$ cat config.mk
export PLATFORM = sky130hd
export DESIGN_NAME = piso_8bit_tx
export DESIGN_NICKNAME = d
export VERILOG_FILES = /design/src/rtl/piso_8bit_tx.sv
export SDC_FILE = /design/constraint.sdc
export NUM_CORES = 1
export LEC_CHECK = 0
export CAP_MARGIN = 20
export CORE_MARGIN = 2
export CORE_UTILIZATION = 39
export DETAILED_ROUTE_END_ITERATION = 10
export PLACE_DENSITY = 0.67
export SYNTH_ARGS = -nofsm -noshare
export SYNTH_HDL_FRONTEND = slang
export SYNTH_SLANG_ARGS = --single-unit
$ cat constraint.sdc
create_clock -name clk -period 1.4 [get_ports clk]
set_clock_uncertainty 0.05 [all_clocks]
set_input_delay 0.42 -clock clk [delete_from_list [all_inputs] [get_ports clk]]
set_output_delay 0.42 -clock clk [all_outputs]
set_load 0.1 [all_outputs]
$ cat src/rtl/piso_8bit_tx.sv
// Byte serializer: one byte per valid/ready handshake, shifted out MSB-first.
// Optional feature macro: PISO_PARITY_EN adds the registered `parity` output.
module piso_8bit_tx (
  input  logic       clk,
  input  logic       rst,
  input  logic [7:0] data_in,
  input  logic       load_valid,
  output logic       load_ready,
  output logic       ser_out,
  output logic       busy,
`ifdef PISO_PARITY_EN
  output logic       done,
  output logic       parity
`else
  output logic       done
`endif
);

  typedef enum logic {
    IDLE  = 1'b0,
    SHIFT = 1'b1
  } state_t;

  state_t     state;
  logic [7:0] shreg;
  logic [2:0] cnt;
  logic       last_bit;
  logic       load_fire;

  // Handshake: a byte transfers on a rising edge where load_valid && load_ready;
  // load_valid is ignored and data_in is not sampled while load_ready is low.
  assign last_bit   = (state == SHIFT) && (cnt == 3'd7);
  assign load_ready = !rst && ((state == IDLE) || (cnt == 3'd7));
  assign load_fire  = load_valid && load_ready;

  assign ser_out = shreg[7];
  assign busy    = (state == SHIFT);

`ifdef PISO_PARITY_EN
  logic par_pend;
`endif

  always_ff @(posedge clk) begin
    if (rst) begin
      state <= IDLE;
      shreg <= 8'h00;
      cnt   <= 3'd0;
      done  <= 1'b0;
`ifdef PISO_PARITY_EN
      par_pend <= 1'b0;
      parity   <= 1'b0;
`endif
    end else begin
      done <= last_bit;
`ifdef PISO_PARITY_EN
      // Publish the finished byte's parity before a same-edge reload overwrites it.
      if (last_bit) parity <= par_pend;
`endif
      if (load_fire) begin
        shreg <= data_in;
        cnt   <= 3'd0;
        state <= SHIFT;
`ifdef PISO_PARITY_EN
        par_pend <= ^data_in;
`endif
      end else begin
        // Zeros shift in continuously, so an idle line rests at 0.
        shreg <= {shreg[6:0], 1'b0};
        if (state == SHIFT) begin
          if (cnt == 3'd7) state <= IDLE;
          else             cnt   <= cnt + 3'd1;
        end
      end
    end
  end

endmodule

==> impl_metrics.py <==
metrics = {
    "floorplan": {
        "placementRows": 13,
        "die_y_um": 40.49,
        "dieArea_mm2": 0.001639,
        "ios": 15,
        "core_area_mm2": 0.001269,
        "start_util": 0.4093,
        "die_x_um": 40.49,
    },
    "route": {
        "first_iter_violations": 13,
        "ant_nets": 0,
        "wire_per_inst_um": 12.06,
        "wl_um": 1158,
        "vias": 468,
        "drc_errors": 0,
        "via_per_inst": 4.875,
        "first_pass_iters": 4,
    },
    "setup_path": {
        "end_kind": "output pin",
        "slowest_delay_ns": 0.34,
        "start_kind": "register",
        "cpMostUsedCell": "ha_4",
        "crit_fanout": 2,
        "timing.critical_path.slowest_stage_cell": "dfxtp_2",
        "crit_start": "cnt[1]",
        "critPathTopFamily": "flip-flops",
        "cp_num_buf_inv": 1,
        "worstPathCellList": "ha_4 -> ha_4 -> nor2b_4 -> nor2_4 -> buf_12",
        "required_ns": 0.93,
        "r2r-start": "cnt[1]",
        "cp.arrival_ns": 1.29,
        "crit_type": "register to output pin",
    },
    "clock_tree": {
        "clk_pin_slew_ns": 0.08,
        "cts.sinks": 13,
        "cts_hold_buf": 0,
        "clkLatencyLatePin_ns": 0.27,
        "numCtsBuffers": 3,
        "htreeDepth": 1,
        "cts_root_buffer": "clkbuf_4",
        "clock_path_buffers": 2,
        "cts_tree": "built",
    },
    "logic_synthesis": {
        "ys_ff_latch": 13,
        "synth_warnings": 0,
        "synth_area_um2": 519.2,
        "syn_inst": 58,
        "synth_fa_ha_area_frac": 0.04819,
        "syn-num-nets": 71,
        "synth_cell_types": 17,
        "synth_top_area_share": 0.5012,
        "synth_largest_area_cell": "dfxtp_1",
        "muxShareOfSynthArea": 0,
        "synth_ff_type": "dfxtp_1",
        "synth_area_leaders": "dfxtp_1 50%, a21oi_1 9.6%, nand3_1 8.7%",
        "synth_edf_count": 0,
        "ys_seq_area_frac": 0.5012,
        "synth_xor_area_frac": 0,
        "synthArstFlopShare": 0,
        "synth_compound_area_frac": 0.1831,
        "yosys.area_share.simple": 0.1928,
        "synth_top_family_by_area": "simple AND/OR/NAND/NOR gates",
        "synth_area_per_cell_um2": 8.953,
    },
    "sta": {
        "period_share": 1.254,
        "finalWorstSetupSlack_ns": -0.3560,
        "tightest_slew_ns": 0.1573,
        "hold_viol_final": 0,
        "period_minus_slack_ns": 1.756,
        "rsz0062_at_grt": "yes",
        "relSlewSlack": 0.8950,
        "max_clock_freq_mhz": 569.5,
        "report.final.setup_viol": 11,
        "slew_violations": 0,
    },
    "flow_run": {
        "drv_cap": 0,
    },
    "cells_and_area": {
        "fin_util": 0.6706,
        "nNetsFinal": 95,
        "drive_above_1_share": 0.3210,
        "area_growth_pct": 63.86,
        "antennaDiodeCount": 0,
        "fillers": 104,
        "layout_common_cells": "10 x a21oi_1, 10 x dfxtp_1, 10 x clkdlybuf4s50_1, 9 x nand3_1",
    },
    "run_status": {
        "outcome": "finished, violations left",
        "violations": "setup timing",
    },
    "worst_hold_path": {
        "hold_path.class": "register to register",
        "worstHoldStart": "shreg[6]",
    },
    "placed_design": {
        "gp_congestion": 0.7272,
        "dp_hpwl_um": 747.5,
        "pre_cts_ws_ns": -0.2816,
        "numPortBuffers": 14,
    },
    "power": {
        "ir_drop_mv": 0.7203,
        "powerDensity_mw_per_mm2": 955.3,
        "power_leakage_nw": 0.3417,
    },
    "global_route": {
        "grt_use_total": 0.1648,
        "antenna_found_initial": 0,
        "grt_pass1_vias": 407,
        "grt_max_degree": 13,
        "grt.overflow.total": 0,
        "grt_pass1_wl_um": 1697,
    },
}
cell families (layout without fill, tap and decap cells):
family          after synthesis  count (layout)
simple gates                 19              19
compound gates               18              18
flops                        13              13
buf+inv                       6              29
fa+ha+maj                     2               2
stage by stage:
step | power, mW | hold slack (ns) | setup TNS (ns) | cells | area [um2]
after floorplan | 0.4990 | 0.3878 | -0.5312 | 58 | 555.5
after global routing | 0.8550 | 0.4457 | -1.129 | 96 | 850.8
final | 0.8128 | 0.4223 | -0.5850 | 96 | 850.8
after global placement | 0.5728 | 0.3999 | -1.020 | 89 | 784.5
after CTS | 0.8196 | 0.4242 | -0.4420 | 95 | 834.6
after detailed placement | 0.5752 | 0.4112 | -1.163 | 89 | 784.5
sequential cells by signal, indices dropped and copies added (netlist names):
signal	cells
cnt	3
shreg	8
done	1
busy	1
layer usage:
| metal | global-route usage | vias up | part of all wire |
|---|---|---|---|
| met4 | 0.05000 | 0 | 0.012 |
| li1 | - | 247 | - |
| met3 | 0.08333 | 2 | 0.061 |
| met2 | 0.2698 | 14 | 0.48 |
| met1 | 0.1846 | 205 | 0.45 |
| met5 | 0 | - | 0 |
final timing paths:
kind | endpoint | slack [ns] | cells past startpoint
hold / removal | shreg[7] | 0.42 | 2
setup / recovery | load_ready | -0.36 | 5
setup reg to reg | cnt[0] | -0.06 | 6
hold reg to reg | shreg[7] | 0.42 | 2
cell usage after synthesis, types with 2 or more instances:
cell type   n
a21oi_1    10
dfxtp_1    13
ha_1        2
nand3_1     9
nand2_1     3
and3_1      2
nor2_1      2
buf_4       2
o21ai_1     7
timing repair:
item	4_1_cts	5_1_grt
cloned	0	1
pin swaps	4	1
endpoints found under the setup margin	11	12
setup buffers	2	0
gates resized for setup	2	3
where the power goes:
part	switching, mW	total [mW]	internal (mW)
Sequential	0.00989	0.397	0.387
Clock	0.121	0.231	0.110
Combinational	0.0934	0.185	0.0917
Total	0.224	0.813	0.589
layout make-up:
class                   count  area (um2)  share of cell area
flip-flops and latches     13       266.5              0.3132
inverters                   1       3.754            0.004412
repair buffers             24       275.3              0.3235
well taps                  15       18.77             0.02206
clock buffers               4       26.28             0.03088
multi-input cells          39       260.3              0.3059
tightest hold or removal path: cells and delay by family (launching register included):
kind	cells	cell delay [ns]
compound gates	2	0.12
flops	1	0.31
No activity file was read; power rests on OpenSTA's default activity.
